==> src/rtl/ds1302_pkg.sv <==
// ============================================================================
// Module   : ds1302_pkg
// Brief    : Shared state encoding and timing constants for the DS1302 engine
// Revision : 1.0
// ============================================================================
`default_nettype none

package ds1302_pkg;

  typedef enum logic [2:0] {
    ST_IDLE    = 3'd0,
    ST_SETUP   = 3'd1,
    ST_CMD     = 3'd2,
    ST_WDATA   = 3'd3,
    ST_RDATA   = 3'd4,
    ST_HOLD    = 3'd5,
    ST_RECOVER = 3'd6
  } state_t;

  localparam int SETUP_TICKS   = 2;
  localparam int HOLD_TICKS    = 1;
  localparam int RECOVER_TICKS = 2;
  localparam int CMD_BITS      = 8;
  localparam int DATA_BITS     = 8;

  // Longest state is 16 ticks, so 5 bits cover every per-state tick index.
  localparam int TICK_IDX_W    = 5;

endpackage

`default_nettype wire

==> src/rtl/ds1302_tick_gen.sv <==
// ============================================================================
// Module   : ds1302_tick_gen
// Brief    : SCLK half-period timer with per-state tick index and last-tick flag
// Revision : 1.0
// ============================================================================
`default_nettype none

module ds1302_tick_gen
  import ds1302_pkg::*;
#(
  parameter int CLK_DIV = 50
) (
  input  logic                  sys_clk,
  input  logic                  sys_rst,
  input  logic                  restart,
  input  logic [TICK_IDX_W-1:0] n_ticks,
  output logic                  tick,
  output logic                  tick_last,
  output logic [TICK_IDX_W-1:0] tick_idx
);

  localparam int CW = $clog2(CLK_DIV);

  logic [CW-1:0]         r_cnt;
  logic [TICK_IDX_W-1:0] r_idx;

  // tick marks the final sys_clk cycle of each half-period
  assign tick      = (r_cnt == CW'(CLK_DIV - 1));
  assign tick_last = tick && (r_idx == n_ticks - 1'b1);
  assign tick_idx  = r_idx;

  always_ff @(posedge sys_clk or negedge sys_rst) begin
    if (!sys_rst) begin
      r_cnt <= '0;
      r_idx <= '0;
    end else if (restart) begin
      r_cnt <= '0;
      r_idx <= '0;
    end else if (tick) begin
      r_cnt <= '0;
      r_idx <= r_idx + 1'b1;
    end else begin
      r_cnt <= r_cnt + 1'b1;
    end
  end

endmodule

`default_nettype wire

==> src/rtl/ds1302_driver.sv <==
// ============================================================================
// Module   : ds1302_driver
// Brief    : DS1302 3-wire bit engine: edge-triggered single-register access
// Revision : 1.0
// ============================================================================
`default_nettype none

module ds1302_driver
  import ds1302_pkg::*;
#(
  parameter int CLK_DIV = 50
) (
  input  logic       sys_clk,
  input  logic       sys_rst,
  input  logic       first_wr,
  input  logic       first_rd,
  input  logic [7:0] control_data,
  input  logic [7:0] reg_data,
  input  logic [7:0] rd_control_data,
  output logic       wr_done,
  output logic       rd_done,
  output logic [7:0] reg_data_out,
  output logic       ds_ce,
  output logic       ds_sclk,
  output logic       ds_io_out,
  output logic       ds_io_oe,
  input  logic       ds_io_in
);

  state_t                r_state, w_state_nxt;
  logic                  r_wr_q, r_rd_q, r_pend_wr, r_pend_rd, r_op_rd;
  logic [1:0]            r_io_sync;
  logic [15:0]           r_wr_buf, r_sr;
  logic [7:0]            r_rd_buf, r_rd_sr;
  logic                  w_tick, w_tick_last, w_restart;
  logic [TICK_IDX_W-1:0] w_tick_idx, w_n_ticks;

  logic w_wr_edge, w_rd_edge, w_want_wr, w_want_rd, w_start_wr, w_start_rd;

  assign w_wr_edge  = first_wr & ~r_wr_q;
  assign w_rd_edge  = first_rd & ~r_rd_q;
  assign w_want_wr  = r_pend_wr | w_wr_edge;
  assign w_want_rd  = r_pend_rd | w_rd_edge;
  assign w_start_wr = (r_state == ST_IDLE) && w_want_wr;
  assign w_start_rd = (r_state == ST_IDLE) && !w_want_wr && w_want_rd;
  // Holding the timer in restart while idle aligns the first tick to CE rise
  assign w_restart  = (w_state_nxt != r_state) || (r_state == ST_IDLE);

  ds1302_tick_gen #(.CLK_DIV(CLK_DIV)) u_tick_gen (
    .sys_clk   (sys_clk),
    .sys_rst   (sys_rst),
    .restart   (w_restart),
    .n_ticks   (w_n_ticks),
    .tick      (w_tick),
    .tick_last (w_tick_last),
    .tick_idx  (w_tick_idx)
  );

  always_comb begin
    w_state_nxt = r_state;
    w_n_ticks   = TICK_IDX_W'(1);
    ds_ce       = 1'b0;
    ds_sclk     = 1'b0;
    ds_io_out   = 1'b0;
    ds_io_oe    = 1'b0;
    wr_done     = 1'b0;
    rd_done     = 1'b0;
    case (r_state)
      ST_IDLE: begin
        if (w_want_wr || w_want_rd) w_state_nxt = ST_SETUP;
      end
      ST_SETUP: begin
        w_n_ticks = TICK_IDX_W'(SETUP_TICKS);
        ds_ce     = 1'b1;
        ds_io_oe  = 1'b1;
        ds_io_out = r_sr[0];
        if (w_tick_last) w_state_nxt = ST_CMD;
      end
      ST_CMD: begin
        w_n_ticks = TICK_IDX_W'(2 * CMD_BITS);
        ds_ce     = 1'b1;
        ds_io_oe  = 1'b1;
        ds_sclk   = w_tick_idx[0];
        ds_io_out = r_sr[0];
        if (w_tick_last) w_state_nxt = r_op_rd ? ST_RDATA : ST_WDATA;
      end
      ST_WDATA: begin
        w_n_ticks = TICK_IDX_W'(2 * DATA_BITS);
        ds_ce     = 1'b1;
        ds_io_oe  = 1'b1;
        ds_sclk   = w_tick_idx[0];
        ds_io_out = r_sr[0];
        if (w_tick_last) w_state_nxt = ST_HOLD;
      end
      ST_RDATA: begin
        w_n_ticks = TICK_IDX_W'(2 * DATA_BITS - 1);
        ds_ce     = 1'b1;
        ds_sclk   = w_tick_idx[0];
        if (w_tick_last) w_state_nxt = ST_HOLD;
      end
      ST_HOLD: begin
        w_n_ticks = TICK_IDX_W'(HOLD_TICKS);
        ds_ce     = 1'b1;
        if (w_tick_last) w_state_nxt = ST_RECOVER;
      end
      ST_RECOVER: begin
        w_n_ticks = TICK_IDX_W'(RECOVER_TICKS);
        if (w_tick_last) begin
          w_state_nxt = ST_IDLE;
          wr_done     = !r_op_rd;
          rd_done     = r_op_rd;
        end
      end
      default: w_state_nxt = ST_IDLE;
    endcase
  end

  always_ff @(posedge sys_clk or negedge sys_rst) begin
    if (!sys_rst) begin
      r_state      <= ST_IDLE;
      r_wr_q       <= 1'b0;
      r_rd_q       <= 1'b0;
      r_pend_wr    <= 1'b0;
      r_pend_rd    <= 1'b0;
      r_op_rd      <= 1'b0;
      r_io_sync    <= 2'b00;
      r_wr_buf     <= '0;
      r_rd_buf     <= '0;
      r_sr         <= '0;
      r_rd_sr      <= '0;
      reg_data_out <= 8'h00;
    end else begin
      r_state   <= w_state_nxt;
      r_wr_q    <= first_wr;
      r_rd_q    <= first_rd;
      r_io_sync <= {r_io_sync[0], ds_io_in};
      r_pend_wr <= w_want_wr & ~w_start_wr;
      r_pend_rd <= w_want_rd & ~w_start_rd;
      if (w_wr_edge) r_wr_buf <= {reg_data, control_data};
      if (w_rd_edge) r_rd_buf <= rd_control_data;

      // Command and write data travel as one 16-bit word, LSB first
      if (w_start_wr) begin
        r_sr    <= w_wr_edge ? {reg_data, control_data} : r_wr_buf;
        r_op_rd <= 1'b0;
      end else if (w_start_rd) begin
        r_sr    <= {8'h00, (w_rd_edge ? rd_control_data : r_rd_buf)};
        r_op_rd <= 1'b1;
      end else if (w_tick && w_tick_idx[0] &&
                   (r_state == ST_CMD || r_state == ST_WDATA)) begin
        r_sr <= {1'b0, r_sr[15:1]};
      end

      if (w_tick && !w_tick_idx[0] && r_state == ST_RDATA) begin
        r_rd_sr <= {r_io_sync[1], r_rd_sr[7:1]};
        if (w_tick_last) reg_data_out <= {r_io_sync[1], r_rd_sr[7:1]};
      end
    end
  end

endmodule

`default_nettype wire

==> config.mk <==
export PLATFORM = sky130hd
export DESIGN_NAME = ds1302_driver
export DESIGN_NICKNAME = d
export VERILOG_FILES = /design/src/rtl/ds1302_pkg.sv /design/src/rtl/ds1302_tick_gen.sv /design/src/rtl/ds1302_driver.sv
export SDC_FILE = /design/constraint.sdc
export NUM_CORES = 1
export LEC_CHECK = 0
export BUFFER_PORTS_ARGS = -buffer_cell sky130_fd_sc_hd__buf_2
export CORE_ASPECT_RATIO = 1.25
export CORE_MARGIN = 2
export CORE_UTILIZATION = 45
export CTS_CLUSTER_DIAMETER = 40
export DETAILED_ROUTE_END_ITERATION = 8
export PLACE_DENSITY = 0.75
export SYNTH_ARGS = -nofsm -noshare
export SYNTH_HDL_FRONTEND = slang
export SYNTH_SLANG_ARGS = --single-unit
export TNS_END_PERCENT = 5
==> constraint.sdc <==
create_clock -name sys_clk -period 4.13 [get_ports sys_clk]
set_input_delay 0.826 -clock sys_clk [delete_from_list [all_inputs] [get_ports sys_clk]]
set_output_delay 0.826 -clock sys_clk [all_outputs]
set_load 0.01 [all_outputs]
# After elaboration in Yosys (flattened, before gate mapping)

Cells that the tools add are included.

Add/sub/neg operators: 3
Eq/ne operators: 9
Muxes and demuxes: 28
Bitwise logic cells: 10
Reduce and logical (&&, ||, !) cells: 25

Operators by type and width:

| operator                                                              | number |
|---|---|
| 16-bit two-way mux                                                    | 4 |
| 3-bit two-way mux                                                     | 7 |
| 3-bit one-hot mux with 6 select lines                                 | 1 |
| 5-bit one-hot mux with 3 select lines                                 | 1 |
| 6-bit two-way mux                                                     | 2 |
| 1-bit two-way mux                                                     | 10 |
| 5-bit two-way mux                                                     | 2 |
| 3-bit equality test, second input constant                            | 3 |
| 1-bit logical AND                                                     | 8 |
| 8-bit two-way mux                                                     | 1 |
| 6-bit by 1-bit adder with 6-bit output, second input constant         | 1 |
| 3-bit by 2-bit equality test with 1-bit output, second input constant | 2 |
| 6-bit equality test, second input constant                            | 1 |
| 2-bit OR reduction                                                    | 3 |
| 3-bit OR reduction                                                    | 2 |
| 5-bit by 1-bit adder with 5-bit output, second input constant         | 1 |
| 5-bit equality test                                                   | 1 |
| 5-bit OR reduction                                                    | 1 |
| 5-bit by 1-bit subtractor with 5-bit output, second input constant    | 1 |
| 1-bit bitwise AND                                                     | 4 |
| 1-bit inverter                                                        | 4 |
| 2-bit nonzero test                                                    | 2 |
| 3-bit by 1-bit equality test with 1-bit output, second input constant | 1 |
| 1-bit logical NOT                                                     | 3 |
| 6 further kinds                                                       | 9 |

Register bits: 77
Input bits: 29
Logic and storage cells: 89

# Logic depth before layout (Yosys ltp)

Depth after elaboration: 11
Gate-level depth with buffers: 10

# Cells and area by module

From an unflattened synthesis, not the netlist that was laid out.

Cell total of the unflattened synthesis: 353
Area, all modules: 3759.9 µm²

By module, submodules not included:

| module          | times used | cells each | area each (µm²) |
|---|---|---|---|
| ds1302_driver   | 1          | 284        | 3075.4 |
| ds1302_tick_gen | 1          | 69         | 684.4 |

# Worst setup path after synthesis

Ideal clock, no wire load.

Kind: register -> output
From: reg r_state[0]
To: out rd_done
Data arrival time: 2581 ps
Data required time: 3304 ps
Path slack: 723 ps
Stages on the path, launching flop included: 11
Buffers on the path: 1
Cells stage by stage: dfrtp_1 -> clkbuf_1 -> nor2b_1 -> a21boi_0 -> ha_1 -> and2_1 -> a22oi_1 -> o211ai_1 -> nor4_2 -> nand3_1 -> nor3b_1

Word-level cells in the longest chain between the ends: 8
Elaborated cells between the ends (all ways): 13
Classes of those cells: 1 x add/sub; 6 x eq/ne; 3 x mux; 3 x reduce/logical

Ends and longest elaborated chain:

| element                                     | line                  | RTL |
|---|---|---|
| from (decl)                                 | ds1302_driver.sv:30   | `state_t r_state, w_state_nxt;` |
| from (signal assigned)                      | ds1302_driver.sv:133  | `r_state <= w_state_nxt;` |
| 3-bit equality test (tied with other cells) | ds1302_driver.sv:68   | `case (r_state)` |
| 2-bit OR reduction (no source line)         | -                     |  |
| 5-bit one-hot mux with 3 select lines       | ds1302_driver.sv:68   |  |
| 5-bit by 1-bit subtractor with 5-bit output | ds1302_tick_gen.sv:29 | `assign tick_last = tick && (r_idx == n_ticks - 1'b1);` |
| 5-bit equality test                         | ds1302_tick_gen.sv:29 |  |
| 1-bit logical AND                           | ds1302_tick_gen.sv:29 |  |
| 1-bit two-way mux                           | ds1302_driver.sv:108  | `if (w_tick_last) begin` |
| 1-bit two-way mux (*)                       | ds1302_driver.sv:68   |  |
| to (decl)                                   | ds1302_driver.sv:21   | `output logic rd_done,` |

Every way passes the cells marked *; elsewhere a longest branch is shown, timed or not.

# Final worst setup path

From: reg r_state[2]
To: out rd_done

Same word-level chain as after synthesis.

==> metrics.log <==
INFO  metric outcome = complete, no violations
INFO  metric clock_path_buffers = 2
INFO  metric worst-path-stages = 10
INFO  metric netlist_top_cells_area = sky130_fd_sc_hd__dfrtp_1 (52%), sky130_fd_sc_hd__mux2_2 (12%), sky130_fd_sc_hd__nand2_1 (4.9%)
INFO  metric worst_r2r_startpoint = r_state[2]
INFO  metric clk-insertion-delay-late = 350 ps
INFO  metric drt-pass1-iter-count = 4
INFO  metric post_synth.cell_area_avg = 10.6 µm²
INFO  metric number_of_remaining_drc_errors = 0
INFO  metric count_of_cell_types_in_the_netlist = 45
INFO  metric detail_route.wl_per_cell = 15.2 µm
INFO  metric yosys_register_bits = 76
INFO  metric critPathKind = reg -> out
INFO  metric mapped_area = 3640 µm²
INFO  metric max_cap_viol_count = 0
INFO  metric dieHeight = 105 µm
INFO  metric crit_path_start = r_state[2]
INFO  metric netlist.area_leader.share = 52.2%
INFO  metric route.vias.total = 2638
INFO  metric drt_first_iter_violations = 126
INFO  metric finalWirelength = 7.41 mm
INFO  metric ys_dominant_reg_cell = sky130_fd_sc_hd__dfrtp_1
INFO  metric pins_over_their_slew_limit = 0
INFO  metric antenna_cells = 0
INFO  metric rsz0062_at_grt = no
INFO  metric worst_ep_required_time = 3300 ps
INFO  metric crit_path_cell_trace = nand2b_1 > a21boi_0 > ha_1 > and2_1 > a22oi_1 > o211ai_1 > nor4_4 > nand3_1 > nor3b_1 > buf_2
INFO  metric effective_utilization_at_floorplan = 46.5%
INFO  metric cts_max_level = 3
INFO  metric synth-edff-count = 0
INFO  metric r2r_slack = 1170 ps
INFO  metric final_net_count = 422
INFO  metric core.rowCount = 36
INFO  metric post-dp-hpwl = 5.23 mm
INFO  metric root_buffer = sky130_fd_sc_hd__clkbuf_8
INFO  metric worst_slew_margin_rel = 57.3%
INFO  metric holdBufCountCts = 0
INFO  metric cp_max_stage_delay = 590 ps
INFO  metric netlist_instances = 345
INFO  metric critical_path.top_delay_family = simple AND/OR/NAND/NOR gates
INFO  metric net-switching-power = 363 µW
INFO  metric cts.reportedPaths.clkPinSlew = 90 ps
INFO  metric power_density = 353 nW/µm²
INFO  metric grtUsageTotal = 17.7%
INFO  metric clock_sink_count = 76
INFO  metric clock_power_share = 39.7%
INFO  metric pwr-share-comb = 6.5%
INFO  metric worst-endpoint-arrival = 3010 ps
INFO  metric pin_count_of_the_biggest_net_entering_global_routing = 37
INFO  metric drt-vias-per-instance = 5.39
INFO  metric sequentialPowerShare = 53.8%
INFO  metric boundaryPins = 43
INFO  metric clock.fmax = 261 MHz
INFO  metric postSynth.asyncResetShare = 100%
INFO  metric numPlacedInstances = 473
INFO  metric drive_above_1_share = 28.9%
INFO  metric p_leak = 0.00195 µW
INFO  metric library_cell_with_the_highest_instance_count_after_synthesis = sky130_fd_sc_hd__dfrtp_1
INFO  metric core_area = 7840 µm²
INFO  metric chipWidth = 84.5 µm
INFO  metric io_buffers = 42
INFO  metric worst-r2r-cell-count = 8
INFO  metric irDropWorstVdd = 0.274 mV
INFO  metric yosys_warnings = 0
INFO  metric fin_worst_skew = 8.01 ps
INFO  metric worst_min_delay_path_category = reg -> reg
INFO  metric report.final.setup_viol = 0
INFO  metric mappedNetlistNets = 378
INFO  metric power.internal = 1110 µW
INFO  metric crit_slowest_cell = sky130_fd_sc_hd__dfrtp_1
INFO  metric capture_point_of_the_worst_path = rd_done
INFO  metric synth.yosys.seq_area_share = 52.2%
INFO  metric final-instance-count-excl-fill = 489
INFO  metric postRouteAntennaNets = 0
INFO  metric final-hold-violation-count = 0
INFO  metric rr_endpoint = reg_data_out[4]
INFO  metric worstMarginPinSlew = 635 ps
INFO  metric synth.top_cells.by_count = sky130_fd_sc_hd__dfrtp_1 (76), sky130_fd_sc_hd__nand2_1 (48), sky130_fd_sc_hd__mux2_2 (38)
INFO  metric gp_routability_congestion = 0.827
INFO  metric synth_area_leader_cell = sky130_fd_sc_hd__dfrtp_1
INFO  metric post-route-min-period = 3840 ps
INFO  metric tritoncts = built
INFO  metric initial_antenna_violation_count = 0
INFO  metric cp-start-kind = flip-flop
INFO  metric grt_pass1_vias = 2683
INFO  metric critPathBufInv = 1
INFO  metric critical_path_peak_fanout = 14
INFO  metric grt_pass1_wl = 12.7 mm
INFO  metric synthToLayoutAreaGrowth = 14.5%
INFO  metric grt_overflow = 0
INFO  metric worstSetupEndpointType = output pin
INFO  metric design.die.area = 8840 µm²
INFO  metric number_of_buffers_created_by_cts = 9
INFO  metric final_min_period_over_clock_period = 92.9%
INFO  metric nFillCells = 718
INFO  metric p_sw_share = 24.6%
INFO  metric setup-tns-final = 0 ps
cell type report:
class                   count  area (µm²)  area share [%]
multi-input cells         240        1630            39.2
inverters                  13        48.8            1.17
flip-flops and latches     76        1900            45.6
well taps                  95         119            2.85
clock buffers               9         124            2.97
clock inverters             7        81.3            1.95
repair buffers             49         263            6.30
placed cells by master (no fill, tap or decap), types with 5 or more instances in the layout:
master	count
sky130_fd_sc_hd__dfrtp_1	75
sky130_fd_sc_hd__nand2_1	48
sky130_fd_sc_hd__buf_2	42
sky130_fd_sc_hd__mux2_2	38
sky130_fd_sc_hd__o21ai_0	25
sky130_fd_sc_hd__nor2_1	19
sky130_fd_sc_hd__inv_1	13
sky130_fd_sc_hd__nand2b_1	10
sky130_fd_sc_hd__o211ai_1	9
sky130_fd_sc_hd__clkbuf_8	9
sky130_fd_sc_hd__nor2b_1	8
sky130_fd_sc_hd__a21boi_0	8
sky130_fd_sc_hd__a21oi_1	8
sky130_fd_sc_hd__o221ai_1	7
sky130_fd_sc_hd__buf_4	7
sky130_fd_sc_hd__xor2_1	6
sky130_fd_sc_hd__nor3_1	5
power groups by stage:
| stage | Combinational [µW] | Clock, µW | Sequential [µW] |
|---|---|---|---|
| after CTS | 98.6 | 598 | 793 |
| after detailed placement | 98.4 | 0 | 808 |
| after global routing | 110 | 626 | 797 |
| final | 95.8 | 584 | 793 |
| after floorplan | 53.9 | 0 | 802 |
| after global placement | 94.2 | 0 | 805 |
metal layers:
metal / global-route usage, % / part of all wire (%) / vias to the layer above
met5: 0 / 0 / -
met4: 6.12 / 1.8 / 0
met3: 4.34 / 4.1 / 13
met2: 28.9 / 50 / 55
met1: 23.1 / 44 / 1281
li1: - / - / 1289
worst min path at each step:
stage                       from            to  slack [ps]  cells past startpoint
floorplan           r_io_sync[0]  r_io_sync[1]         330                      0
global placement    r_io_sync[0]  r_io_sync[1]         330                      0
detailed placement  r_io_sync[0]  r_io_sync[1]         350                      0
CTS                 r_io_sync[0]  r_io_sync[1]         370                      0
global route        r_io_sync[0]  r_io_sync[1]         380                      0
finish              r_io_sync[0]  r_io_sync[1]         370                      0
registers in the layout, indices dropped and copies added, names as in the netlist, 2 cells and up:
| name | count |
|---|---|
| r_state | 3 |
| u_tick_gen.r_cnt | 6 |
| r_sr | 16 |
| r_wr_buf | 16 |
| u_tick_gen.tick_idx | 5 |
| r_io_sync | 2 |
| reg_data_out | 8 |
| r_rd_sr | 7 |
| r_rd_buf | 8 |
kinds of logic after synthesis:
family                   after synthesis  synth area share (%)
AND/OR/NAND/NOR                      113                  15.6
AO/OA/AOI/OAI                         73                  12.9
XOR/XNOR                              10                  2.40
buffers and inverters                 29                  3.30
multiplexers                          40                  12.3
adder cells (fa/ha/maj)                4                  1.37
flip-flops                            76                  52.2
stage by stage:
| step | total power [µW] | cell area (µm²) | worst slack [ps] | utilization (%) | hold slack [ps] |
|---|---|---|---|---|---|
| 2_1_floorplan | 856 | 3640 | 723 | - | 331 |
| 3_3_place_gp | 899 | 3960 | 568 | 50.5 | 333 |
| 3_5_place_dp | 906 | 3960 | 484 | 50.5 | 354 |
| 4_1_cts | 1490 | 4160 | 91.4 | 53.1 | 375 |
| 5_1_grt | 1530 | 4170 | 24.1 | 53.2 | 377 |
| 6_report | 1470 | 4170 | 292 | 53.2 | 368 |
repair_timing:
action | CTS | global route
gates resized for setup | 0 | 3
endpoints found under the setup margin | 0 | 2
buffers inserted | 0 | 0
Power figures use the tool's default switching activity.
